## src/rtl/rom_streamer.sv

```systemverilog
// ============================================================================
//  Module   : rom_streamer
//  Purpose  : Walks an asynchronous ROM from a base address for a given word
//             count and presents the words as a registered valid/ready
//             stream, with busy/done status for the controlling FSM.
//  Revision : 1.0  initial release
// ============================================================================
`default_nettype none

module rom_streamer #(
  parameter int WIDTH = 8,
  parameter int DEPTH = 256,
  localparam int ADDRW = $clog2(DEPTH)
) (
  input  logic             clk,
  input  logic             rst_n,
  input  logic             start,
  input  logic [ADDRW-1:0] base,
  input  logic [ADDRW:0]   len,
  output logic             busy,
  output logic             done,
  output logic [ADDRW-1:0] rom_addr,
  input  logic [WIDTH-1:0] rom_data,
  output logic [WIDTH-1:0] m_data,
  output logic             m_valid,
  input  logic             m_ready
);

  localparam logic [ADDRW-1:0] ADDR_LAST = ADDRW'(DEPTH - 1);
  localparam logic [ADDRW-1:0] ADDR_ONE  = ADDRW'(1);
  localparam logic [ADDRW:0]   REM_ONE   = (ADDRW + 1)'(1);

  typedef enum logic [1:0] {
    S_IDLE = 2'd0,
    S_RUN  = 2'd1,
    S_DONE = 2'd2
  } state_t;

  state_t             state_q, state_d;
  logic [ADDRW-1:0]   addr_q,  addr_d;
  logic [ADDRW:0]     rem_q,   rem_d;
  logic [WIDTH-1:0]   data_q,  data_d;
  logic               valid_q, valid_d;

  // Next-state logic: burst load, fetch/advance, and drain of the last word.
  always_comb begin
    state_d = state_q;
    addr_d  = addr_q;
    rem_d   = rem_q;
    data_d  = data_q;
    valid_d = valid_q;
    case (state_q)
      S_IDLE: begin
        if (start) begin
          addr_d  = base;
          rem_d   = len;
          state_d = (len == '0) ? S_DONE : S_RUN;
        end
      end
      S_RUN: begin
        // The output slot is free when empty or being consumed this cycle;
        // refilling it then keeps one word per cycle under full readiness.
        if ((rem_q != '0) && (!valid_q || m_ready)) begin
          data_d  = rom_data;
          valid_d = 1'b1;
          addr_d  = (addr_q == ADDR_LAST) ? '0 : (addr_q + ADDR_ONE);
          rem_d   = rem_q - REM_ONE;
        end else if (valid_q && m_ready) begin
          valid_d = 1'b0;
          if (rem_q == '0) begin
            state_d = S_DONE;
          end
        end
      end
      S_DONE: begin
        state_d = S_IDLE;
      end
      default: begin
        state_d = S_IDLE;
      end
    endcase
  end

  // State and datapath registers; reset abandons any burst in flight.
  always_ff @(posedge clk or negedge rst_n) begin
    if (!rst_n) begin
      state_q <= S_IDLE;
      addr_q  <= '0;
      rem_q   <= '0;
      data_q  <= '0;
      valid_q <= 1'b0;
    end else begin
      state_q <= state_d;
      addr_q  <= addr_d;
      rem_q   <= rem_d;
      data_q  <= data_d;
      valid_q <= valid_d;
    end
  end

  assign rom_addr = addr_q;
  assign m_data   = data_q;
  assign m_valid  = valid_q;
  assign busy     = (state_q == S_RUN);
  assign done     = (state_q == S_DONE);

endmodule

`default_nettype wire

```

## config.mk

```make
export PLATFORM = sky130hd
export DESIGN_NAME = rom_streamer
export DESIGN_NICKNAME = d
export VERILOG_FILES = /design/src/rtl/rom_streamer.sv
export SDC_FILE = /design/constraint.sdc
export NUM_CORES = 1
export LEC_CHECK = 0
export CORE_AREA = 4 4 64 66
export DETAILED_ROUTE_END_ITERATION = 8
export DIE_AREA = 0 0 68 70
export PLACE_DENSITY = 0.8
export SYNTH_ARGS = -nofsm -noshare
export SYNTH_HDL_FRONTEND = slang
export SYNTH_SLANG_ARGS = --single-unit
```

## constraint.sdc

```tcl
create_clock -name clk -period 2.4 [get_ports clk]
set_input_delay 0.48 -clock clk [delete_from_list [all_inputs] [get_ports clk]]
set_output_delay 0.48 -clock clk [all_outputs]
set_load 0.005 [all_outputs]
```

=== Yosys cells after proc, flatten, opt, wreduce, memory -nomap -nowiden ===
Cells that the tools add are included.

* Input bits: 29
* Logic and storage cells: 44
* Register bits: 28
* Output and inout port bits: 19

* Equality and inequality tests: 8
* Multiplexer cells: 15
* Reductions and logical operators: 14
* Add/sub/neg operators: 2

{| class="wikitable"
|+ Operators with widths
! cell !! count
|-
| two-way mux 8 bit || 3
|-
| zero test 9 bit || 2
|-
| two-way mux 9 bit || 2
|-
| one-hot mux 9 bit (2 select lines) || 1
|-
| one-hot mux 8 bit (2 select lines) || 1
|-
| two-way mux 2 bit || 5
|-
| nonzero test 9 bit || 1
|-
| subtractor 9 x 1 -> 9 bit, second input constant || 1
|-
| adder 8 x 1 -> 8 bit, second input constant || 1
|-
| == test 8 bit, second input constant || 1
|-
| != test 2 x 1 -> 1 bit, second input constant || 3
|-
| != test 2 bit, second input constant || 2
|-
| one-hot mux 2 bit (2 select lines) || 1
|-
| AND reduction 2 bit || 2
|-
| AND reduction 4 bit || 1
|-
| nonzero test 2 bit || 2
|-
| AND reduction 3 bit || 1
|-
| == test 2 x 1 -> 1 bit, second input constant || 1
|-
| == test 2 bit, second input constant || 1
|-
| logical AND 1 bit || 2
|-
| zero test 2 bit || 1
|-
| two-way mux 1 bit || 2
|-
| zero test 1 bit || 1
|-
| logical OR 1 bit || 1
|}

=== Logic depth before layout (Yosys ltp) ===
* Depth after elaboration: 5
* Depth in mapped cells: 8
* Mapped depth without buffers: 6

=== Least setup slack after synthesis ===
OpenSTA, ideal clock, no wires.

* Path type: flip-flop to flip-flop
* From: reg rem_q[0]
* To: reg data_q[6] (netlist: m_data[6])
* Stages on the path, launching flop included: 9
* Clock period less this slack: 2.220 ns
* Data required time: 2.275 ns
* Buffers on the path: 2
* Library setup time: 0.125 ns
* Slack: 0.180 ns
* Arrival: 2.095 ns
* Cells stage by stage: dfrtp_1 inv_1 ha_1 or4b_1 buf_2 nor4_4 nor2_4 buf_6 mux2_4

* Longest elaborated chain between the ends: 3

{| class="wikitable"
|+ Ends and longest elaborated chain
! item !! line !! text
|-
| from (decl) || 41 || <nowiki>logic [ADDRW:0] rem_q, rem_d;</nowiki>
|-
| from (signal assigned) || 95 || <nowiki>rem_q <= rem_d;</nowiki>
|-
| nonzero test 9 bit || 63 || <nowiki>if ((rem_q != '0) && (!valid_q || m_ready)) begin</nowiki>
|-
| logical AND 1 bit || 63 ||
|-
| AND reduction 2 bit (no source line) || - ||
|-
| to (signal assigned) || 96 || <nowiki>data_q <= data_d;</nowiki>
|-
| to (decl) || 42 || <nowiki>logic [WIDTH-1:0] data_q, data_d;</nowiki>
|}

Every way passes these cells.
A chain may end at the register's enable or synchronous reset.

=== Worst setup path in the final report ===
* From: reg rem_q[0]
* To: reg rem_q[7]

* Longest elaborated chain between the ends: 4
* Elaborated cells on any way between the ends: 7
* Those cells by class: add/sub (1); eq/ne (1); mux (2); reduce/logical (3)

{| class="wikitable"
|+ Ends and longest elaborated chain
! item
|-
| branches (longest 4 deep; another with subtractor 9 x 1 -> 9 bit)
|}

Parallel ways; which one is timed is not known. The select of a mux whose other input is x is not followed.

==> impl_results.md <==
- Most used DFF post-synth: dfrtp_1
- Initial antenna violation count: 0
- Register area share after synthesis: 0.436
- Count of cell types in the netlist: 46
- Hold Path Class: in2async
- Max VDD drop: 0.494 mV
- Routed len/inst: 14.8 um
- Crit path depth: 6
- Fin crit share: 0.921
- Hold_ws: 0.503 ns
- Cell area power density: just under 1000 nW/um2
- Critical path buffer and inverter count: 1
- DRC Markers: 0
- HPWL after detailed placement: between 2000 and 3000 um
- GPL Wtd Cong: 0.807
- DR vias/cell: 5.68
- Skew-Pair Late Insertion Delay: between 0.3 and 0.4 ns
- Final net count: 248
- Crit path cell chain: inv_1, ha_1, or4b_1, nor4_4, o21ai_2, a221o_1
- CTS Buf Count: 3
- Vias in the first global route: roughly 1,500
- Die Height: about 70 um
- Syn Area/Cell: 9.57 um2
- CP Data Arrival Time: about 2.4 ns
- Initial core utilization: 0.449
- Worst R2R End: rem_q[7]$_DFFE_PN0P_
- Commonest non-fill, non-tap cell in the layout: clkdlybuf4s50_1
- Worst setup endpoint: rem_q[7]$_DFFE_PN0P_
- IO Pins: between 40 and 50
- Worst Setup SP: rem_q[0]$_DFFE_PN0P_
- Total power: between 2 and 2.5 mW
- Largest net degree at the start of global routing: 29
- Hold-fix buffers, CTS: 0
- Share of cells above drive strength 1: 0.120
- GRT overflow: 0
- GRT Total Usage: 0.180
- CP Max Fanout: 7
- Final hold violations: 0
- Worst setup SP type: flip-flop
- Final setup margin: approximately 0.19 ns
- Cell Area, Synth: ~1600 um2
- PortBufs: 47
- Die X: 68 um
- Place WS: 0.0986 ns
- Req. time, crit path: 2.63 ns
- Critical Path Sink Type: flip-flop
- Slew @ Worst Pin: between 0.5 and 0.6 ns
- Crit-path slowest cell: or4b_1
- RR Startpoint: rem_q[0]$_DFFE_PN0P_
- DR iter-0 viols: 100
- Final wirelength: just under 4000 um
- Area occupied by registers: around 700 um2
- Max stage delay on crit path: about 0.52 ns
- Clk buf depth: 2
- RSZ-0062 raised after global routing: false
- Final core occ: 0.609
- Status: finished, final reports clean
- Pins Over Slew Limit: 0
- R2r setup slk: 0.19 ns
- Antenna diode count: 0
- Synth async-reset ratio: 1.00
- Core outline area: 3580 um2
- Number of routed nets with antenna violations: 0
- Row count: 22
- Worst slew margin: 0.654
- Fill count: 323
- Setup violators final: 0
- Post-synthesis cell count: between 150 and 200
- Clk sink count: 28
- DRT Pass-1 Iters: 4
- CTS tree: built
- Fin crit period: roughly 2.2 ns
- Synth warnings: 0
- Commonest cells after routing, fill and taps aside: clkdlybuf4s50_1 (47), dfrtp_1 (28), nand2_1 (20), nand3_1 (10), a21oi_1 (10)
- EDFF count, synth: 0
- Max Cap Viol: 0
- Setup Skew: around 0.0065 ns
- Post-cts resize count: 0
- H-tree Lvls: 1
- TNS Setup: 0 ns
- Register-to-Register Path Depth: 6
- DIE AREA: roughly 4800 um2
- Syn_nets: roughly 200
- Multi-input logic area: around 840 um2
- CP delay by family, top: simple AND/OR/NAND/NOR gates
- Static Leak: around 0.9 nW
- Root Buffer: clkbuf_4
- Fmax: 452 MHz
- First-pass GRT wire length: approximately 6700 um
- Setup CP Type: reg2reg
- Register bit count reported by yosys: 28
- Clock-pin transition on the worst setup and hold timing paths: between 0.15 and 0.2 ns
- Synth-to-layout area growth: 35.6%
- Via count: 1,499
- Post-CTS Setup Inserts: 0
routing by layer:
layer / vias up / track usage / part of all wire
met5: - / 0 / 0
met4: 0 / 0.0530 / 0.013
met3: 6 / 0.0370 / 0.062
met2: 46 / 0.285 / 0.48
met1: 720 / 0.244 / 0.45
li1: 727 / - / -
sequential cells by signal (all words and copies together) (netlist names):
| name | cells |
|---|---|
| state_q | 2 |
| rom_addr | 8 |
| rem_q | 9 |
| m_valid | 1 |
| m_data | 8 |
stage by stage:
stage,instances,area (um2)
after detailed placement,260,2140
after CTS,264,2180
final,264,2180
after global placement,260,2140
after global routing,264,2180
after floorplan,168,1610
power breakdown:
part / internal, mW / switching (mW)
Sequential: 0.651 / 0.216
Clock: 0.0928 / 0.141
Combinational: 0.567 / 0.439
Total: 1.31 / 0.796
Yosys cell counts (all sizes together), types with 2 or more instances:
library cell,n,area share
nand2b,4,0.016
dfrtp,28,0.44
a21oi,10,0.031
nor2,9,0.026
clkbuf,7,0.016
inv,4,0.0093
a221o,2,0.012
o221ai,7,0.038
o21ai,7,0.024
nor4,4,0.025
o211ai,4,0.019
mux2,10,0.075
a22o,2,0.011
ha,2,0.016
buf,3,0.013
nor2b,2,0.0078
a31oi,4,0.016
nand3,10,0.031
nand2,20,0.047
nand3b,2,0.0093
nor3b,2,0.0093
nor3,6,0.019
layout make-up:
type / instances / area share
flip-flops and latches: 28 / 0.321
repair buffers: 54 / 0.240
well taps: 48 / 0.0275
inverters: 5 / 0.00861
multi-input cells: 125 / 0.386
clock buffers: 4 / 0.0166
logic make-up (layout without fill, tap and decap cells):
kind of cell               Yosys count  count (layout)  synth area share
AOI/OAI and AO/OA                   47              47             0.207
buffers and inverters               15              63            0.0412
DFF                                 28              28             0.436
muxes                               11              11            0.0809
and+or+nand+nor                     65              65             0.219
adders and majority gates            2               2            0.0156
worst min-delay path by stage:
stage / start / endpoint / slack [ns] / cells past startpoint
2_1_floorplan: rst_n / m_data[0]$_DFFE_PN0P_ / 0.18 / 0
5_1_grt: rst_n / m_data[7]$_DFFE_PN0P_ / 0.52 / 2
3_3_place_gp: m_data[2]$_DFFE_PN0P_ / m_data[2]$_DFFE_PN0P_ / 0.49 / 1
4_1_cts: rst_n / m_data[7]$_DFFE_PN0P_ / 0.53 / 2
3_5_place_dp: m_data[6]$_DFFE_PN0P_ / m_data[6]$_DFFE_PN0P_ / 0.49 / 1
6_report: rst_n / m_data[7]$_DFFE_PN0P_ / 0.50 / 2
Note: power is estimated with default switching activity, not from simulation.
